### src/rtl/stall_dump_pkg.sv
// Shared types and header layout for the stall-counter dump path.
package stall_dump_pkg;

  typedef enum logic [2:0] {IDLE, SNAP, HDR, DATA, DONE} state_t;

  localparam int          DEF_CNT_W     = 32;
  localparam logic [15:0] DEF_HDR_MAGIC = 16'hA5C0;

  localparam int HDR_MAGIC_LSB = 16;
  localparam int HDR_NOPS_LSB  = 8;
  localparam int HDR_SEQ_LSB   = 0;

  function automatic logic [31:0] build_hdr(input logic [15:0] magic,
                                            input logic [7:0]  nops,
                                            input logic [7:0]  seq);
    logic [31:0] w_hdr;
    w_hdr = '0;
    w_hdr[HDR_MAGIC_LSB +: 16] = magic;
    w_hdr[HDR_NOPS_LSB  +: 8]  = nops;
    w_hdr[HDR_SEQ_LSB   +: 8]  = seq;
    return w_hdr;
  endfunction

endpackage

### src/rtl/stall_snap_bank.sv
// Shadow copy of all operator stall counters, loaded atomically on one edge,
// with a registered read port indexed by the word the streamer needs next.
module stall_snap_bank #(
  parameter int NUM_OPS = 8,
  parameter int CNT_W   = 32,
  parameter int IDX_W   = 4
) (
  input  logic                     clk,
  input  logic                     reset_n,
  input  logic                     i_load,
  input  logic [NUM_OPS*CNT_W-1:0] i_cnt_flat,
  input  logic [IDX_W-1:0]         i_rd_idx,
  output logic [CNT_W-1:0]         o_word
);

  logic [CNT_W-1:0] r_shadow [NUM_OPS];
  logic [CNT_W-1:0] r_word;
  logic [CNT_W-1:0] w_sel;

  // Out-of-range index (one past the last counter) reads as zero.
  always_comb begin
    w_sel = '0;
    for (int i = 0; i < NUM_OPS; i++) begin
      if (i_rd_idx == IDX_W'(i)) w_sel = r_shadow[i];
    end
  end

  always_ff @(posedge clk or negedge reset_n) begin
    if (!reset_n) begin
      for (int i = 0; i < NUM_OPS; i++) r_shadow[i] <= '0;
      r_word <= '0;
    end else begin
      if (i_load) begin
        for (int i = 0; i < NUM_OPS; i++) r_shadow[i] <= i_cnt_flat[i*CNT_W +: CNT_W];
      end
      r_word <= w_sel;
    end
  end

  assign o_word = r_word;

endmodule

### src/rtl/stall_cnt_dump.sv
// Snapshots the operator stall counters and streams header + counters out a
// valid/ready port.
//   state | meaning
//   IDLE  | waiting for a trigger or a pending request
//   SNAP  | shadow bank loads every counter on this edge
//   HDR   | first cycle loads the header into dout, then waits for accept
//   DATA  | streams shadow words; r_idx is the next word to move into dout
//   DONE  | one-cycle dump_done pulse, sequence number advances
module stall_cnt_dump
  import stall_dump_pkg::*;
#(
  parameter int          NUM_OPS   = 8,
  parameter int          CNT_W     = DEF_CNT_W,
  parameter logic [15:0] HDR_MAGIC = DEF_HDR_MAGIC,
  parameter bit          AUTO_DUMP = 1'b1
) (
  input  logic                     clk,
  input  logic                     reset_n,
  input  logic [NUM_OPS-1:0]       done_vec,
  input  logic [NUM_OPS*CNT_W-1:0] stall_cnt_flat,
  input  logic                     dump_req,
  output logic [CNT_W-1:0]         dout,
  output logic                     dout_valid,
  input  logic                     dout_ready,
  output logic                     busy,
  output logic                     dump_done
);

  localparam int             IDX_W    = $clog2(NUM_OPS + 1);
  localparam logic [7:0]     NOPS8    = 8'(NUM_OPS);
  localparam logic [IDX_W-1:0] LAST_IDX = IDX_W'(NUM_OPS);

  state_t            r_state, w_state_nxt;
  logic              r_done_all_q, r_pending;
  logic [7:0]        r_seq;
  logic [IDX_W-1:0]  r_idx, w_idx_nxt;
  logic [CNT_W-1:0]  r_dout, w_dout_nxt, w_word, w_hdr;
  logic              r_valid, w_valid_nxt;
  logic              r_busy, r_dump_done;
  logic              w_all_done, w_trigger, w_accept;

  assign w_all_done = &done_vec;
  assign w_trigger  = dump_req | (AUTO_DUMP & w_all_done & ~r_done_all_q);
  assign w_accept   = r_valid & dout_ready;
  assign w_hdr      = CNT_W'(build_hdr(HDR_MAGIC, NOPS8, r_seq));

  stall_snap_bank #(
    .NUM_OPS (NUM_OPS),
    .CNT_W   (CNT_W),
    .IDX_W   (IDX_W)
  ) u_bank (
    .clk        (clk),
    .reset_n    (reset_n),
    .i_load     (r_state == SNAP),
    .i_cnt_flat (stall_cnt_flat),
    .i_rd_idx   (w_idx_nxt),
    .o_word     (w_word)
  );

  always_ff @(posedge clk or negedge reset_n) begin
    if (!reset_n) r_state <= IDLE;
    else          r_state <= w_state_nxt;
  end

  always_comb begin
    w_state_nxt = r_state;
    case (r_state)
      IDLE: if (w_trigger || r_pending) w_state_nxt = SNAP;
      SNAP: w_state_nxt = HDR;
      HDR:  if (w_accept) w_state_nxt = DATA;
      DATA: if (w_accept && (r_idx == LAST_IDX)) w_state_nxt = DONE;
      DONE: w_state_nxt = IDLE;
      default: w_state_nxt = IDLE;
    endcase
  end

  // Next values for the registered stream outputs; the bank is addressed with
  // w_idx_nxt so its registered word is always shadow[r_idx].
  always_comb begin
    w_dout_nxt  = r_dout;
    w_valid_nxt = r_valid;
    w_idx_nxt   = r_idx;
    case (r_state)
      SNAP: begin
        w_idx_nxt   = '0;
        w_dout_nxt  = '0;
        w_valid_nxt = 1'b0;
      end
      HDR: begin
        if (!r_valid) begin
          w_valid_nxt = 1'b1;
          w_dout_nxt  = w_hdr;
        end else if (dout_ready) begin
          w_dout_nxt = w_word;
          w_idx_nxt  = r_idx + IDX_W'(1);
        end
      end
      DATA: begin
        if (w_accept) begin
          if (r_idx == LAST_IDX) begin
            w_valid_nxt = 1'b0;
            w_dout_nxt  = '0;
          end else begin
            w_dout_nxt = w_word;
            w_idx_nxt  = r_idx + IDX_W'(1);
          end
        end
      end
      default: begin
        w_valid_nxt = 1'b0;
        w_dout_nxt  = '0;
      end
    endcase
  end

  always_ff @(posedge clk or negedge reset_n) begin
    if (!reset_n) begin
      r_dout       <= '0;
      r_valid      <= 1'b0;
      r_idx        <= '0;
      r_busy       <= 1'b0;
      r_dump_done  <= 1'b0;
      r_seq        <= '0;
      r_pending    <= 1'b0;
      r_done_all_q <= 1'b0;
    end else begin
      r_dout       <= w_dout_nxt;
      r_valid      <= w_valid_nxt;
      r_idx        <= w_idx_nxt;
      r_busy       <= (w_state_nxt != IDLE);
      r_dump_done  <= (w_state_nxt == DONE);
      r_done_all_q <= w_all_done;
      if (r_state == DONE) r_seq <= r_seq + 8'd1;
      if (w_trigger && (r_state != IDLE)) r_pending <= 1'b1;
      else if (r_state == SNAP)           r_pending <= 1'b0;
    end
  end

  assign dout       = r_dout;
  assign dout_valid = r_valid;
  assign busy       = r_busy;
  assign dump_done  = r_dump_done;

endmodule

### config.mk
export PLATFORM = sky130hd
export DESIGN_NAME = stall_cnt_dump
export DESIGN_NICKNAME = d
export VERILOG_FILES = /design/src/rtl/stall_dump_pkg.sv /design/src/rtl/stall_snap_bank.sv /design/src/rtl/stall_cnt_dump.sv
export SDC_FILE = /design/constraint.sdc
export NUM_CORES = 1
export LEC_CHECK = 0
export BUFFER_PORTS_ARGS = -buffer_cell sky130_fd_sc_hd__buf_4
export CAP_MARGIN = 20
export CORE_UTILIZATION = 40
export DETAILED_ROUTE_END_ITERATION = 12
export MAX_ROUTING_LAYER = met4
export SLEW_MARGIN = 10
export SYNTH_ARGS = -nofsm -noshare
export SYNTH_HDL_FRONTEND = slang
export SYNTH_HIERARCHICAL = 1
export SYNTH_SLANG_ARGS = --single-unit
### constraint.sdc
create_clock -name clk -period 7.61 [get_ports clk]
set_input_delay 0 -clock clk [delete_from_list [all_inputs] [get_ports clk]]
set_output_delay 0 -clock clk [all_outputs]
set_load 0.02 [all_outputs]
==> summary.md <==
The run finished with clean final reports. Data arrives at the worst endpoint at 4.79 ns. The count of endpoints failing hold in the final timing report was 0; the relative max-transition margin was 0.269. The number of detailed-route iterations in the first pass came out at 5.

The run gives 15100 um^2 as the cell area after synthesis. The logs give 0.227 GHz for the timing-limited maximum frequency and 0.54 ns for the clock latency on the worst-skew pair. The die span in y was 196 um. The average instance in the mapped netlist occupies 13.4 um^2. 303 I/O pins were placed. On the critical path, the stage with the largest delay is an instance of sky130_fd_sc_hd__a221oi_1. The final cycle utilization of the critical path was 0.579.

Leaving out fill and tap cells, the most frequent cell in the layout is sky130_fd_sc_hd__dfrtp_1. The logs give 1933 for the net total in the final layout and 0 for the number of gates resized after cts. Setup repair after global routing left no endpoint under its margin.

For the worst setup path, the data required time is 8.00 ns. The count of synthesis-stage warnings from yosys was 6; the post-CTS setup buffer count was 0. The die covers 38400 um^2. The tool flagged a number of max-cap violations equal to 0.

The largest fanout on the critical path was 23. The remaining number of nets flagged by the antenna check after routing came out at 0. The run gives 73000 um as the global-route wire length before repair. TritonCTS built the clock tree. The routed design has 48100 um of wire. The register bit count reported by yosys was 340. The total area inside the core boundary comes to 36800 um^2.

The xor-xnor portion of the synthesized cell area is 0.00407. Setup violations remaining at the end of the flow were counted as 0. The kind of cell with the highest combined delay along the critical path is compound AO/OA/AOI/OAI gates. Cell row count: 70. The H-tree was split into 2 levels. The worst setup path is of the reg2reg kind. The run gives 0.584 as the final core area utilization. The final total negative setup slack was 0 ns; the final critical path time including I/O delays and setup was 4.40 ns. The share of synthesized cell area in and, or, nand and nor gates is 0.0498, and the share of synthesized registers carrying an async set or reset is 1.00. The overall track demand over capacity in global routing is 0.260. The net count after synthesis was 1392; the count of flip-flops with a built-in enable after synthesis was 0. The starting density of the core is 0.409, and the number of vias in the routed layout is 11400. Walking the worst path, the cells encountered are o21bai_1 -> or4_1 -> a21oi_4 -> buf_12 -> nand2b_1 -> nor2_1 -> buf_4 -> a221oi_1 -> o21ai_1. The initial antenna violation count is 15, and the number of buffer and inverter stages on the critical path is 2.

The logs give 0 for the max-slew violation count and 0.0161 ns for the worst-case clock skew. The run gives 0 as the global-route congestion overflow total. Of all cell types, the one taking the most synthesized area is sky130_fd_sc_hd__dfrtp_1. The number of distinct standard cells referenced by the synthesized netlist is 59.

The maximum single-stage delay on the critical path is 0.74 ns. In this run the worst hold path is classified as in2reg. By area the synthesized netlist is led by sky130_fd_sc_hd__dfrtp_1 (56%), sky130_fd_sc_hd__mux2_2 (19%), sky130_fd_sc_hd__mux2i_1 (4.0%), sky130_fd_sc_hd__o2bb2ai_1 (1.3%), sky130_fd_sc_hd__nor2_1 (1.3%). In the routed layout, each cell is associated on average with a via count of 5.24. The adder-cell share of the synthesized area is 0.00249, and the final weighted congestion of routability-driven global placement is 0.878. By area, the combinational part of the netlist is dominated by multiplexers. After detailed routing, the average wire length per cell comes to 22.2 um. Port buffering added 302 buffers. The compound-gate portion of the synthesized area is 0.0887. After detailed routing, the number of remaining DRC violations is 0.

The share of final-layout standard cells stronger than drive strength 1 is 0.381, and the number of global-route vias before repair is 12100. Relative to the synthesized area, the layout overhead comes to 42.6%. For the pin with the worst max-slew slack, the measured transition is 1.10 ns.

The sequential share of the synthesized area was 0.565; the maximum number of pins on one net before global-route repair was 132. The logs give 38 for the total clock buffers created by CTS and 31900 um for the final HPWL from detailed placement. The multiplexer share of the synthesized area is 0.249. After technology mapping, the gate count stands at 1121. The leakage power figure is 9.79 nW.

CTS placed an instance of sky130_fd_sc_hd__clkbuf_16 at the clock tree root. The endpoint type of the worst setup path is a flip-flop. In this run, the number of DRC markers left after iteration 0 of detailed routing was 630.

The share of the synthesized area in the top cell type came out at 0.565. STA classifies the critical path startpoint as a flip-flop. Horizontal die dimension: 196 um. The top cell types in the final layout, fill and taps aside, are sky130_fd_sc_hd__dfrtp_1 (340), sky130_fd_sc_hd__buf_4 (312), sky130_fd_sc_hd__dlygate4sd3_1 (265), sky130_fd_sc_hd__mux2_2 (247), sky130_fd_sc_hd__mux2i_1 (60). For this design the ratio of total power to cell area is 398 nW/um^2. IR analysis of the VDD net gives a maximum drop of 0.323 mV. The number of clock sinks came out at 340. Clock-pin slew was measured on the worst setup and hold paths at 0.06 ns.

The tools report the deepest clock path buffer count as 3. Among all flip-flop cells after synthesis, the most frequent one is sky130_fd_sc_hd__dfrtp_1.
metrics by stage:
step                      setup slack, ns  hold WS (ns)  instances  cell area [um^2]  power [mW]
final                                3.21         0.116       2170             21500        8.54
after global routing                 2.97         0.157       2170             21500        9.01
after CTS                            2.81         0.106       2151             21400        8.57
after detailed placement             2.83         0.137       1821             17600        6.70
after global placement               2.73         0.135       1819             17500        6.60
after floorplan                      5.10        -0.296       1121             15100        5.54
worst register-to-register path, cell delays in order (launching register included):
cell	delay, ns
sky130_fd_sc_hd__dfrtp_1	0.71
sky130_fd_sc_hd__o21bai_1	0.22
sky130_fd_sc_hd__or4_1	0.59
sky130_fd_sc_hd__a21oi_4	0.46
sky130_fd_sc_hd__buf_12	0.26
sky130_fd_sc_hd__nand2b_1	0.69
sky130_fd_sc_hd__nor2_1	0.20
sky130_fd_sc_hd__buf_4	0.25
sky130_fd_sc_hd__a221oi_1	0.74
sky130_fd_sc_hd__o21ai_1	0.14
power by group:
group | total (mW) | switching [mW] | internal [mW]
Clock | 1.75 | 0.738 | 1.01
Combinational | 3.52 | 1.82 | 1.69
Sequential | 3.28 | 0.595 | 2.68
cell families (layout without fill, tap and decap cells):
| logic type | Yosys count | in the layout |
|---|---|---|
| AOI/OAI and AO/OA | 190 | 190 |
| xor gates and xnor gates | 7 | 7 |
| adders and majority gates | 3 | 3 |
| buffers and inverters | 104 | 670 |
| DFF | 340 | 340 |
| muxes | 330 | 330 |
| other | 0 | 15 |
| and+or+nand+nor | 147 | 147 |
synth_stat cells, drive strengths merged (2+ instances only):
master   count
dfrtp      340
mux2       262
buf         61
mux2i       60
nor2        51
o21ai       50
a21oi       31
nand2       29
o2bb2ai     23
inv         22
a22o        21
clkbuf      21
a221oi      15
nor3        14
and2        11
o32ai       11
o22ai       10
a221o        8
mux4         8
nand2b       8
nor2b        7
a31oi        6
and4         6
xnor2        6
nand3        5
a211oi       3
a32oi        3
ha           3
and3         2
nand4        2
nor4         2
o31ai        2
what timing repair did:
| action | CTS | global route |
|---|---|---|
| setup endpoints to repair | 0 | 0 |
| hold buffers | 265 | 0 |
| hold endpoints to repair | 362 | 0 |
state kept, by name, indices dropped and copies added, names as in the netlist:
signal           count
busy                 1
dout_valid           1
r_idx                4
u_bank/r_shadow    256
u_bank/o_word       32
dump_done            1
r_seq                8
r_pending            1
dout                32
r_done_all_q         1
r_state              3
path summary, 6_finish.rpt:
check	startpoint	slack, ns	depth (start not counted)	end
min in group asynchronous	reset_n	0.14	2	u_bank/r_shadow[210]
max reg2reg	r_state[0]	3.21	9	u_bank/o_word[1]
max in group asynchronous	reset_n	5.96	3	u_bank/r_shadow[48]
min	done_vec[0]	0.12	4	r_state[0]
min reg2reg	u_bank/o_word[17]	0.47	1	dout[17]
max	r_state[0]	3.21	9	u_bank/o_word[1]
cell type report:
| cell class | count | area [um^2] |
|---|---|---|
| clock buffer | 58 | 1080 |
| sequential | 340 | 8510 |
| tap | 468 | 586 |
| multi-input combinational | 677 | 5990 |
| inverter | 22 | 90.1 |
| timing repair buffer | 583 | 5100 |
| antenna | 15 | 37.5 |
| fill | 3004 | 15300 |
| clock inverter | 7 | 81.3 |
per-layer routing:
layer  part of all wire  track usage  wire, um
met5                  0            -         0
met4              0.027       0.0804      1310
met3              0.054       0.0517      2620
met2               0.49        0.420     23600
met1               0.43        0.330     20600
Note: power is estimated with default switching activity, not from simulation.
